==> config.mk <==
export PLATFORM = sky130hd
export DESIGN_NAME = uart_rx_cfg
export DESIGN_NICKNAME = d
export VERILOG_FILES = /design/src/rtl/uart_pkg.sv /design/src/rtl/uart_baud_tick.sv /design/src/rtl/uart_rx_cfg.sv
export SDC_FILE = /design/constraint.sdc
export NUM_CORES = 1
export LEC_CHECK = 0
export BUFFER_PORTS_ARGS = -buffer_cell sky130_fd_sc_hd__buf_4
export CAP_MARGIN = 20
export CORE_MARGIN = 2
export CORE_UTILIZATION = 35
export DETAILED_ROUTE_END_ITERATION = 12
export HOLD_SLACK_MARGIN = 0.15
export SLEW_MARGIN = 20
export SYNTH_ARGS = -nofsm -noshare
export SYNTH_HDL_FRONTEND = slang
export SYNTH_SLANG_ARGS = --single-unit
==> constraint.sdc <==
create_clock -name clk -period 2.9 [get_ports clk]
set_clock_uncertainty 0.05 [all_clocks]
set_input_delay 0.58 -clock clk [delete_from_list [all_inputs] [get_ports clk]]
set_output_delay 0.58 -clock clk [all_outputs]
set_load 0.01 [all_outputs]
==> src/rtl/uart_pkg.sv <==
// Shared types for the configurable UART receiver: FSM state encoding,
// parity_mode encodings and the 3-sample majority vote.
package uart_pkg;

    typedef enum logic [2:0] {
        ST_IDLE   = 3'd0,
        ST_START  = 3'd1,
        ST_DATA   = 3'd2,
        ST_PARITY = 3'd3,
        ST_STOP1  = 3'd4,
        ST_STOP2  = 3'd5
    } uart_state_e;

    localparam logic [1:0] PAR_NONE    = 2'd0;
    localparam logic [1:0] PAR_EVEN    = 2'd1;
    localparam logic [1:0] PAR_ODD     = 2'd2;
    localparam logic [1:0] PAR_NONE_HI = 2'd3;

    function automatic logic maj3(input logic a, input logic b, input logic c);
        return (a & b) | (a & c) | (b & c);
    endfunction

endpackage

==> src/rtl/uart_baud_tick.sv <==
// Oversample tick generator: one-clk tick every max(div,1) cycles,
// counter cleared by restart so the first tick lands div cycles later.
module uart_baud_tick #(
    parameter int DIV_W = 16
) (
    input  logic             clk,
    input  logic             reset,
    input  logic             restart,
    input  logic [DIV_W-1:0] div,
    output logic             tick
);

    logic [DIV_W-1:0] cnt_q;
    logic [DIV_W-1:0] cnt_d;
    logic [DIV_W-1:0] div_m1;

    // >= rather than == so a divider shrinking mid-count cannot strand the counter
    always_comb begin
        div_m1 = (div == '0) ? '0 : div - DIV_W'(1);
        tick   = (cnt_q >= div_m1);
        cnt_d  = cnt_q + DIV_W'(1);
        if (restart || tick) begin
            cnt_d = '0;
        end
    end

    always_ff @(posedge clk or negedge reset) begin
        if (!reset) begin
            cnt_q <= '0;
        end else begin
            cnt_q <= cnt_d;
        end
    end

endmodule

==> src/rtl/uart_rx_cfg.sv <==
// Configurable UART receiver: oversampled majority-vote bit recovery,
// optional parity, 1/2 stop bits, held output word with overrun detection.
module uart_rx_cfg
    import uart_pkg::*;
#(
    parameter int DATA_BITS  = 8,
    parameter int OVERSAMPLE = 16,
    parameter int DIV_W      = 16
) (
    input  logic                 clk,
    input  logic                 reset,
    input  logic                 rx_in,
    input  logic [DIV_W-1:0]     baud_div,
    input  logic [1:0]           parity_mode,
    input  logic                 two_stop,
    output logic [DATA_BITS-1:0] rx_data,
    output logic                 rx_valid,
    input  logic                 rx_ready,
    output logic                 parity_err,
    output logic                 frame_err,
    output logic                 overrun_err,
    output logic                 busy,
    output uart_state_e          state_dbg
);

    localparam int TW = $clog2(OVERSAMPLE);
    localparam int BW = $clog2(DATA_BITS);
    localparam logic [TW-1:0] SAMP0  = TW'(OVERSAMPLE / 2 - 2);
    localparam logic [TW-1:0] SAMP1  = TW'(OVERSAMPLE / 2 - 1);
    localparam logic [TW-1:0] VOTE   = TW'(OVERSAMPLE / 2);
    localparam logic [TW-1:0] T_LAST = TW'(OVERSAMPLE - 1);
    localparam logic [BW-1:0] B_LAST = BW'(DATA_BITS - 1);

    // Reset: asserts asynchronously, releases on a clock edge
    logic [1:0] rst_sync_q;
    logic [1:0] rst_sync_d;
    logic       rst_n;

    logic rx_meta_q, rx_meta_d;
    logic rx_sync_q, rx_sync_d;
    logic rx_prev_q, rx_prev_d;

    uart_state_e          state_q, state_d;
    logic [TW-1:0]        tick_cnt_q, tick_cnt_d;
    logic [BW-1:0]        bit_cnt_q, bit_cnt_d;
    logic [1:0]           samp_q, samp_d;
    logic [DATA_BITS-1:0] shift_q, shift_d;
    logic                 par_flag_q, par_flag_d;
    logic                 frm_flag_q, frm_flag_d;
    logic                 armed_q, armed_d;
    logic                 done_q, done_d;
    logic [1:0]           par_mode_q, par_mode_d;
    logic                 two_stop_q, two_stop_d;
    logic [DIV_W-1:0]     div_q, div_d;

    logic [DATA_BITS-1:0] rx_data_q, rx_data_d;
    logic                 rx_valid_q, rx_valid_d;
    logic                 parity_err_q, parity_err_d;
    logic                 frame_err_q, frame_err_d;
    logic                 overrun_q, overrun_d;

    logic             tick;
    logic             restart;
    logic [DIV_W-1:0] tick_div;
    logic             vote_tick;
    logic             voted;
    logic             par_en;
    logic             exp_par;

    assign rst_sync_d = {rst_sync_q[0], 1'b1};
    assign rst_n      = rst_sync_q[1];

    always_ff @(posedge clk or negedge reset) begin
        if (!reset) begin
            rst_sync_q <= 2'b00;
        end else begin
            rst_sync_q <= rst_sync_d;
        end
    end

    // Live divider while idle keeps the free-running tick; latched copy once framing
    assign tick_div = (state_q == ST_IDLE) ? baud_div : div_q;

    uart_baud_tick #(
        .DIV_W(DIV_W)
    ) u_baud_tick (
        .clk    (clk),
        .reset  (rst_n),
        .restart(restart),
        .div    (tick_div),
        .tick   (tick)
    );

    assign vote_tick = tick && (tick_cnt_q == VOTE);
    assign voted     = maj3(samp_q[1], samp_q[0], rx_sync_q);
    assign par_en    = (par_mode_q == PAR_EVEN) || (par_mode_q == PAR_ODD);
    assign exp_par   = (par_mode_q == PAR_ODD) ? ~(^shift_q) : ^shift_q;

    always_comb begin
        rx_meta_d    = rx_in;
        rx_sync_d    = rx_meta_q;
        rx_prev_d    = rx_sync_q;
        state_d      = state_q;
        tick_cnt_d   = tick_cnt_q;
        bit_cnt_d    = bit_cnt_q;
        samp_d       = samp_q;
        shift_d      = shift_q;
        par_flag_d   = par_flag_q;
        frm_flag_d   = frm_flag_q;
        armed_d      = armed_q;
        done_d       = 1'b0;
        par_mode_d   = par_mode_q;
        two_stop_d   = two_stop_q;
        div_d        = div_q;
        restart      = 1'b0;
        rx_data_d    = rx_data_q;
        rx_valid_d   = rx_valid_q;
        parity_err_d = parity_err_q;
        frame_err_d  = frame_err_q;
        overrun_d    = 1'b0;

        // Tick counter runs through bit boundaries; states advance at the vote tick
        if (tick && (state_q != ST_IDLE)) begin
            tick_cnt_d = (tick_cnt_q == T_LAST) ? '0 : tick_cnt_q + TW'(1);
            if ((tick_cnt_q == SAMP0) || (tick_cnt_q == SAMP1)) begin
                samp_d = {samp_q[0], rx_sync_q};
            end
        end

        case (state_q)
            ST_IDLE: begin
                // After reset or a low stop bit, need a high line at a tick before arming
                if (!armed_q) begin
                    if (tick && rx_sync_q) begin
                        armed_d = 1'b1;
                    end
                end else if (rx_prev_q && !rx_sync_q) begin
                    state_d    = ST_START;
                    restart    = 1'b1;
                    tick_cnt_d = '0;
                    bit_cnt_d  = '0;
                    shift_d    = '0;
                    par_flag_d = 1'b0;
                    frm_flag_d = 1'b0;
                    par_mode_d = parity_mode;
                    two_stop_d = two_stop;
                    div_d      = baud_div;
                end
            end
            ST_START: begin
                if (vote_tick) begin
                    state_d = voted ? ST_IDLE : ST_DATA;
                end
            end
            ST_DATA: begin
                if (vote_tick) begin
                    shift_d = {voted, shift_q[DATA_BITS-1:1]};
                    if (bit_cnt_q == B_LAST) begin
                        state_d = par_en ? ST_PARITY : ST_STOP1;
                    end else begin
                        bit_cnt_d = bit_cnt_q + BW'(1);
                    end
                end
            end
            ST_PARITY: begin
                if (vote_tick) begin
                    if (voted != exp_par) begin
                        par_flag_d = 1'b1;
                    end
                    state_d = ST_STOP1;
                end
            end
            ST_STOP1, ST_STOP2: begin
                if (vote_tick) begin
                    if (!voted) begin
                        frm_flag_d = 1'b1;
                    end
                    if ((state_q == ST_STOP1) && two_stop_q) begin
                        state_d = ST_STOP2;
                    end else begin
                        state_d = ST_IDLE;
                        done_d  = 1'b1;
                        if (!voted) begin
                            armed_d = 1'b0;
                        end
                    end
                end
            end
            default: begin
                state_d = ST_IDLE;
            end
        endcase

        // Output holding register: a completion against an unaccepted word is dropped
        if (done_q) begin
            if (rx_valid_q && !rx_ready) begin
                overrun_d = 1'b1;
            end else begin
                rx_data_d    = shift_q;
                parity_err_d = par_flag_q;
                frame_err_d  = frm_flag_q;
                rx_valid_d   = 1'b1;
            end
        end else if (rx_valid_q && rx_ready) begin
            rx_valid_d = 1'b0;
        end
    end

    always_ff @(posedge clk or negedge rst_n) begin
        if (!rst_n) begin
            rx_meta_q    <= 1'b1;
            rx_sync_q    <= 1'b1;
            rx_prev_q    <= 1'b1;
            state_q      <= ST_IDLE;
            tick_cnt_q   <= '0;
            bit_cnt_q    <= '0;
            samp_q       <= 2'b11;
            shift_q      <= '0;
            par_flag_q   <= 1'b0;
            frm_flag_q   <= 1'b0;
            armed_q      <= 1'b0;
            done_q       <= 1'b0;
            par_mode_q   <= PAR_NONE;
            two_stop_q   <= 1'b0;
            div_q        <= '0;
            rx_data_q    <= '0;
            rx_valid_q   <= 1'b0;
            parity_err_q <= 1'b0;
            frame_err_q  <= 1'b0;
            overrun_q    <= 1'b0;
        end else begin
            rx_meta_q    <= rx_meta_d;
            rx_sync_q    <= rx_sync_d;
            rx_prev_q    <= rx_prev_d;
            state_q      <= state_d;
            tick_cnt_q   <= tick_cnt_d;
            bit_cnt_q    <= bit_cnt_d;
            samp_q       <= samp_d;
            shift_q      <= shift_d;
            par_flag_q   <= par_flag_d;
            frm_flag_q   <= frm_flag_d;
            armed_q      <= armed_d;
            done_q       <= done_d;
            par_mode_q   <= par_mode_d;
            two_stop_q   <= two_stop_d;
            div_q        <= div_d;
            rx_data_q    <= rx_data_d;
            rx_valid_q   <= rx_valid_d;
            parity_err_q <= parity_err_d;
            frame_err_q  <= frame_err_d;
            overrun_q    <= overrun_d;
        end
    end

    assign rx_data     = rx_data_q;
    assign rx_valid    = rx_valid_q;
    assign parity_err  = parity_err_q;
    assign frame_err   = frame_err_q;
    assign overrun_err = overrun_q;
    assign busy        = (state_q != ST_IDLE);
    assign state_dbg   = state_q;

endmodule
==> results of run 1 <==
[metal layers]
metal | vias to the layer above | part of all wire, %
met5 | - | 0
li1 | 1888 | -
met1 | 1764 | 49
met2 | 52 | 46
met3 | 11 | 3.2
met4 | 0 | 1.6
[Yosys cell counts (2+ instances only)]
cell type  count
dfrtp_1       71
a211oi_1       2
a41oi_1        4
nand4_1        8
dfstp_2        5
xnor2_1       13
nor3b_1        2
and3_1         5
clkbuf_1      13
and2_1         3
o211ai_1       3
nor4_1         4
a21oi_1       14
inv_1         18
nor3_1        16
nand2b_1       3
a31oi_1        2
buf_2          4
nor2b_1        5
nor2_1        34
mux2_2        10
o21ai_0       19
mux2i_1       24
or3_1          6
buf_6          2
o2111ai_1      2
xor2_1        17
nand2_1       96
a21o_1         2
ha_1          25
o221ai_1       2
a32o_1         3
nand3_1       16
nand3b_1       3
or4_4          2
[registers in the layout, indices dropped and copies added, names as in the netlist, 2 cells and up]
signal / cells
bit_cnt_q: 3
div_q: 16
par_mode_q: 2
rst_sync_q: 2
rx_data: 8
samp_q: 2
shift_q: 8
state_dbg: 3
tick_cnt_q: 4
u_baud_tick.cnt_q: 16
[power by group through the flow]
stage                     clock, mW  sequential, mW  combinational, mW
final                          1.05            1.08             0.0658
after global routing           1.13            1.08             0.0728
after CTS                      1.08            1.08             0.0666
after detailed placement          0            1.10             0.0655
after global placement            0            1.10             0.0646
after floorplan                   0            1.10            0.00340
[cells by family after synthesis]
| family | Yosys count | share of synthesized area, % |
|---|---|---|
| flip-flops | 76 | 42.59 |
| XOR/XNOR | 30 | 5.864 |
| adder cells (fa/ha/maj) | 26 | 7.205 |
| buffers and inverters | 39 | 3.714 |
| multiplexers | 35 | 8.126 |
| AO/OA/AOI/OAI | 65 | 10.56 |
| AND/OR/NAND/NOR | 210 | 21.87 |
| other | 1 | 0.08370 |
[repair_timing]
item | 4_1_cts | 5_1_grt
buffers inserted | 7 | 1
endpoints found under the hold margin | 2 | 0
endpoints found under the setup margin | 40 | 40
pin swaps | 15 | 4
hold buffers | 1 | 0
gates cloned | 0 | 0
resized for setup | 31 | 5
[through the flow]
step           instances  TNS [ps]  total power [mW]
2_1_floorplan        482    -22640             1.104
3_3_place_gp         736    -33540             1.161
3_5_place_dp         736    -36560             1.162
4_1_cts              760    -30630             2.227
5_1_grt              761    -38700             2.276
6_report             761    -29600             2.190
[cell type report]
class	instances	area, um^2	area share, %
sequential	76	1911	31.85
tap	172	215.2	3.588
timing repair buffer	110	874.6	14.58
inverter	20	75.07	1.252
multi-input combinational	367	2646	44.12
clock buffer	10	229.0	3.817
clock inverter	6	47.55	0.7927
[layout by cell type (no fill, tap or decap), types with 3 or more instances in the layout]
cell type and n:
nor2b_1 5, or3_1 6, and3_1 4, mux2_2 9, nand2b_1 3, dfrtp_1 69
a21oi_1 12, and2_1 3, nor4_1 3, nor2_1 33, buf_6 9, clkinvlp_4 4
buf_4 99, nand3b_1 3, nand3_2 4, nand3_1 12, ha_1 20, xnor2_1 13
o211ai_1 3, o21ai_0 18, dfstp_2 5, mux2i_1 23, inv_1 18, ha_4 3
clkbuf_16 9, a32o_1 3, xor2_1 17, nor3_1 13, nand4_1 8, nand2_1 94
[final timing paths]
kind                                     startpoint                      to  slack [ps]  cells after the start
setup / recovery           state_dbg[1]$_DFFE_PN0P_  shift_q[3]$_DFFE_PN0P_        -860                     18
hold / removal              rst_sync_q[1]$_DFF_PN0_   div_q[12]$_DFFE_PN0P_         290                      0
setup reg to reg           state_dbg[1]$_DFFE_PN0P_  shift_q[3]$_DFFE_PN0P_        -860                     18
hold reg to reg             rst_sync_q[1]$_DFF_PN0_   div_q[12]$_DFFE_PN0P_         290                      0
max in group asynchronous   rst_sync_q[1]$_DFF_PN0_  shift_q[7]$_DFFE_PN0P_        1830                      1
min in group clk                              rx_in     rx_meta_q$_DFF_PN1_         290                      1
==> impl_metrics.env, run 1 <==
export IMPL_synth_top_flop_cell="dfrtp_1"
export IMPL_setup_viol=40
export IMPL_antenna_found_initial=0
export IMPL_cpMostUsedCell="buf_6"
export IMPL_die_area_um2=13720
export IMPL_crit_fanout=7
export IMPL_use_met3_pct=3.811
export IMPL_yosys_top_cells_area="dfrtp_1 40%, nand2_1 8.0%, ha_1 7.0%"
export IMPL_ys_ff_latch=76
export IMPL_htreeDepth=3
export IMPL_remaining_drc_errors=0
export IMPL_rsz0062_at_grt="true"
export IMPL_cpPeakStageDelay_ps=440
export IMPL_sw_frac_of_total_pct=23.00
export IMPL_seq_area_frac_synth_pct=42.59
export IMPL_path_cells="nor3_4 -> inv_2 -> or4_4 -> o22ai_4 -> buf_6 -> buf_6 -> o211ai_1 -> xor2_1 -> nand2_1 -> ha_4 -> nand2_1 -> buf_4 -> nor3_2 -> nand3b_1 -> nand3_2 -> nor3b_4 -> buf_6 -> mux2i_1"
export IMPL_routedWlPerCell_um=13.55
export IMPL_gp_congestion=0.8319
export IMPL_synth_area_per_cell_um2=9.296
export IMPL_die_x_um=117.1
export IMPL_dpl_cell_area_um2=5468
export IMPL_fin_crit_sh_pct=129.6
export IMPL_synth_nets=530
export IMPL_clkLatencyLatePin_ps=350
export IMPL_rows=41
export IMPL_p_int_mw=1.687
export IMPL_boundaryPins=39
export IMPL_violations="negative setup slack"
export IMPL_fin_ws_ps=-858.6
export IMPL_postRouteAntennaNets=0
export IMPL_synth_edf_count=0
export IMPL_grt_overflow_total=0
export IMPL_clk_transition_reported_paths_ps=60
export IMPL_grt_pass1_vias=3682
export IMPL_dp_slack_ps=-1031
export IMPL_pwr_share_clk_pct=47.8
export IMPL_p_comb_share_pct=3.0
export IMPL_seq_power_share_pct=49.2
export IMPL_drive_gt1_share_pct=31.24
export IMPL_drv_slew=0
export IMPL_die_h_um=117.1
export IMPL_fin_crit_ps=3759
export IMPL_via_count=3715
export IMPL_viasPerCell=4.882
export IMPL_cts_sinks=76
export IMPL_port_buffer_count=38
export IMPL_fmax_ghz=0.2661
export IMPL_yosys_warnings=0
export IMPL_drt_iter0_drc=187
export IMPL_dp_hpwl_mm=7.579
export IMPL_start_util_pct=35.65
export IMPL_cp_arrival_ps=3980
export IMPL_grt_max_degree=45
export IMPL_outcome="complete, but fails checks"
export IMPL_hold_viol_final=0
export IMPL_area_delta_synth_final_pct=33.87
export IMPL_synth_async_reset_ratio_pct=100.0
export IMPL_hp_class="flop to asynchronous set/reset pin"
export IMPL_slew_headroom_pct=50.04
export IMPL_maxCapViolCount=0
export IMPL_dr_pass1_iters=4
export IMPL_track_usage_pct=16.40
export IMPL_cpMaxStageDelayCell="or4_4"
export IMPL_grt_util_met2_pct=25.63
export IMPL_crit_type="flop to flop"
export IMPL_numCtsBuffers=9
export IMPL_synth_cells=482
export IMPL_ir_drop_mv=0.2798
export IMPL_cts_root_buf="clkbuf_16"
export IMPL_p_leak_nw=2.836
export IMPL_switching_power_mw=0.5039
export IMPL_synth_top_cell_area_share_pct=39.65
export IMPL_utilization_pct=47.73
export IMPL_wl_mm=10.31
export IMPL_clock_path_buffers=2
export IMPL_grt_first_pass_wirelength_mm=17.44
export IMPL_fin_area_um2=5998
export IMPL_end_kind="flop"
export IMPL_antenna_cells=0
export IMPL_whs_ps=287.2
export IMPL_core_um2=12570
export IMPL_powerDensity_nw_per_um2=365.2
export IMPL_tritoncts="done"
export IMPL_worst_path_buf_inv=5
export IMPL_yosys_area_top_type="dfrtp_1"
export IMPL_fillers=1174
export IMPL_critPathRequiredTime_ps=3120
export IMPL_synth_cell_area_um2=4481
export IMPL_tightest_slew_ps=749.3
export IMPL_use_met1_pct=22.23
export IMPL_fin_nets=632
export IMPL_cp_start_kind="flop"
export IMPL_yosysUniqueCellTypes=59
export IMPL_grt_busiest_layer="met2"
export IMPL_crit_family="simple AND/OR/NAND/NOR gates"
Power figures use the tool's default switching activity.
==> inputs of run 2 (changes only) <==
--- a/config.mk
+++ b/config.mk
@@ -5,12 +5,14 @@
 export SDC_FILE = /design/constraint.sdc
 export NUM_CORES = 1
 export LEC_CHECK = 0
+export ABC_AREA = 1
 export BUFFER_PORTS_ARGS = -buffer_cell sky130_fd_sc_hd__buf_4
 export CAP_MARGIN = 20
 export CORE_MARGIN = 2
 export CORE_UTILIZATION = 35
 export DETAILED_ROUTE_END_ITERATION = 12
 export HOLD_SLACK_MARGIN = 0.15
+export REMOVE_ABC_BUFFERS = 1
 export SLEW_MARGIN = 20
 export SYNTH_ARGS = -nofsm -noshare
 export SYNTH_HDL_FRONTEND = slang
==> run 2 against run 1 <==
  * The flow still finishes with violations (negative setup slack)
  * Sequential power rose by 12%
  * Critical path type unchanged
  * Worst setup slack improved by 520 ps
  * Largest power group unchanged
  * Non-clock buffer count fell by 28
  * Critical endpoint is now shift_q[2]$_DFFE_PN0P_
  * Sequential share of layout area fell by 1.7 points
==> impl_metrics.env, run 2 <==
export IMPL_grt_max_degree=46
export IMPL_crit_fanout=8
export IMPL_cp_start_kind="flop"
export IMPL_mostFrequentLayoutCell="nand2_1"
export IMPL_die_h_um=119.4
export IMPL_via_count=4127
export IMPL_p_leak_nw=3.042
export IMPL_fin_crit_sh_pct=111.6
export IMPL_cts_sinks=76
export IMPL_drive_gt1_share_pct=34.17
export IMPL_tightest_slew_ps=710.1
export IMPL_seq_area_frac_synth_pct=40.92
export IMPL_crit_type="flop to flop"
export IMPL_fmax_ghz=0.3091
export IMPL_fin_crit_ps=3236
export IMPL_finalPower_mw=2.719
export IMPL_yosys_top_cells_area="dfrtp_1 38%, nand2_1 13%, ha_1 6.7%"
export IMPL_viasPerCell=4.844
export IMPL_remaining_drc_errors=0
export IMPL_dr_pass1_iters=4
export IMPL_ff2ff_path_depth=20
export IMPL_routedWlPerCell_um=13.17
export IMPL_rsz0062_at_grt="true"
export IMPL_tritoncts="done"
export IMPL_numCtsBuffers=9
export IMPL_slew_headroom_pct=52.66
export IMPL_yosys_warnings=0
export IMPL_fin_ws_ps=-335.6
export IMPL_layout_common_cells="146 x nand2_1, 73 x buf_4, 70 x dfrtp_1, 67 x inv_1, 30 x nor2_1"
export IMPL_drt_iter0_drc=170
export IMPL_postRouteAntennaNets=0
export IMPL_ys_ff_latch=76
export IMPL_clock_path_buffers=2
export IMPL_tns_ps=-10360
export IMPL_clk_transition_reported_paths_ps=60
export IMPL_outcome="complete, but fails checks"
export IMPL_hold_viol_final=0
export IMPL_post_synth_top_count_cell="nand2_1"
export IMPL_antenna_found_initial=0
export IMPL_multiInputGateArea_um2=2945
export IMPL_synth_edf_count=0
export IMPL_synth_cells=586
export IMPL_synth_top_flop_cell="dfrtp_1"
export IMPL_fin_cells=852
export IMPL_fin_nets=720
export IMPL_r2r_start="state_dbg[1]$_DFFE_PN0P_"
export IMPL_die_area_um2=14260
export IMPL_gp_congestion=0.8690
export IMPL_drv_slew=0
export IMPL_setup_viol=40
export IMPL_critPathRequiredTime_ps=3080
export IMPL_grt_overflow_total=0
export IMPL_synth_cell_area_um2=4663
export IMPL_htreeDepth=3
export IMPL_boundaryPins=39
export IMPL_end_kind="flop"
export IMPL_cts_root_buf="clkbuf_16"
export IMPL_dp_hpwl_mm=7.461
export IMPL_start_util_pct=35.50
export IMPL_area_delta_synth_final_pct=35.95
export IMPL_synth_async_reset_ratio_pct=100.0
export IMPL_core_um2=13140
export IMPL_timing_rr_end="shift_q[2]$_DFFE_PN0P_"
export IMPL_grt_first_pass_wirelength_mm=18.78
export IMPL_violations="negative setup slack"
export IMPL_synth_area_per_cell_um2=7.958
export IMPL_yosys_area_top_type="dfrtp_1"
export IMPL_synthTopCellsByCount="165 x nand2_1, 71 x dfrtp_1, 71 x inv_1, 42 x nor2_1, 32 x o21ai_0"
export IMPL_wl_mm=11.22
export IMPL_synth_top_cell_area_share_pct=38.10
export IMPL_clkLatencyLatePin_ps=350
export IMPL_port_buffer_count=38
export IMPL_post_place_cells=825
export IMPL_grt_pass1_vias=4163
export IMPL_top_regs="div_q x16, u_baud_tick.cnt_q x16"
export IMPL_antenna_cells=0
export IMPL_powerDensity_nw_per_um2=428.9
export IMPL_rows=42
export IMPL_reg2reg_slack_ps=-340
export IMPL_track_usage_pct=16.38
export IMPL_maxCapViolCount=0
export IMPL_regArea_um2=1909
export IMPL_hp_class="flop to asynchronous set/reset pin"
export IMPL_yosysUniqueCellTypes=45
export IMPL_fillers=1237
export IMPL_die_x_um=119.4
export IMPL_cp_arrival_ps=3420
export IMPL_ir_drop_mv=0.2247
[run 2: cell families after synthesis]
kind of cell               share of synthesized area [%]
and+or+nand+nor                                    30.13
xor gates and xnor gates                           3.005
muxes                                              1.690
AOI/OAI and AO/OA                                  9.418
buffers and inverters                              8.049
adders and majority gates                          6.708
other                                            0.08042
DFF                                                40.92
[run 2: worst max path at each step]
| stage | startpoint | endpoint | cells past startpoint |
|---|---|---|---|
| 3_3_place_gp | state_dbg[1]$_DFFE_PN0P_ | tick_cnt_q[1]$_DFF_PN0_ | 18 |
| 3_5_place_dp | state_dbg[1]$_DFFE_PN0P_ | shift_q[2]$_DFFE_PN0P_ | 19 |
| 6_report | state_dbg[1]$_DFFE_PN0P_ | shift_q[2]$_DFFE_PN0P_ | 20 |
| 2_1_floorplan | state_dbg[1]$_DFFE_PN0P_ | shift_q[0]$_DFFE_PN0P_ | 20 |
| 5_1_grt | state_dbg[1]$_DFFE_PN0P_ | shift_q[2]$_DFFE_PN0P_ | 23 |
| 4_1_cts | state_dbg[0]$_DFFE_PN0P_ | shift_q[1]$_DFFE_PN0P_ | 23 |
[run 2: through the flow]
step           hold WS [ps]  utilization, %  instance area [um^2]  setup WS [ps]
5_1_grt               278.7           48.26                  6340         -527.1
3_3_place_gp          291.1           40.91                  5375         -305.3
2_1_floorplan         234.4               -                  4573         -266.6
6_report              269.3           48.26                  6340         -335.6
3_5_place_dp          291.6           40.91                  5375         -364.1
4_1_cts               281.8           46.52                  6112         -221.4
[run 2: routing by layer]
layer	global-route usage (%)	vias to the layer above	wire (um)
li1	-	2074	-
met1	19.50	1970	4924
met2	29.24	68	5696
met3	3.113	15	371
met4	6.103	0	231
met5	0	-	0
[run 2: critical path, stage by stage, from the launching register on]
cell and delay (ps):
dfrtp_1 400, nor2_4 130, buf_12 160, nand2_8 100
o21ai_4 210, ha_2 240, nand2_2 60, nor3_2 190
nand2_2 130, buf_12 160, nand3_2 60, ha_1 230
nand2_2 120, nor2_2 60, a21oi_2 200, nand2_4 80
nand2_4 80, buf_6 120, clkinvlp_4 140, nand4_1 120
nand2_1 70
[run 2: final cells by class]
class                      instances  share of cell area (%)
clock buffer                      11                   3.829
clock inverter                     4                  0.4144
inverter                          76                   4.677
multi-input combinational        427                   46.46
sequential                        76                   30.12
tap                              176                   3.473
timing repair buffer              82                   11.03
[run 2: timing repair]
item,CTS,global route
endpoints found under the setup margin,40,40
hold endpoints to repair,2,0
pin swaps,22,35
setup buffers,4,2
gates resized for setup,78,42
gates cloned,5,0
hold buffers,1,0
[run 2: where the power goes]
group | switching [mW] | internal, mW | leakage [nW] | total [mW]
Combinational | 0.245 | 0.222 | 1.94 | 0.467
Clock | 0.447 | 0.596 | 0.131 | 1.04
Sequential | 0.0856 | 1.12 | 0.973 | 1.21
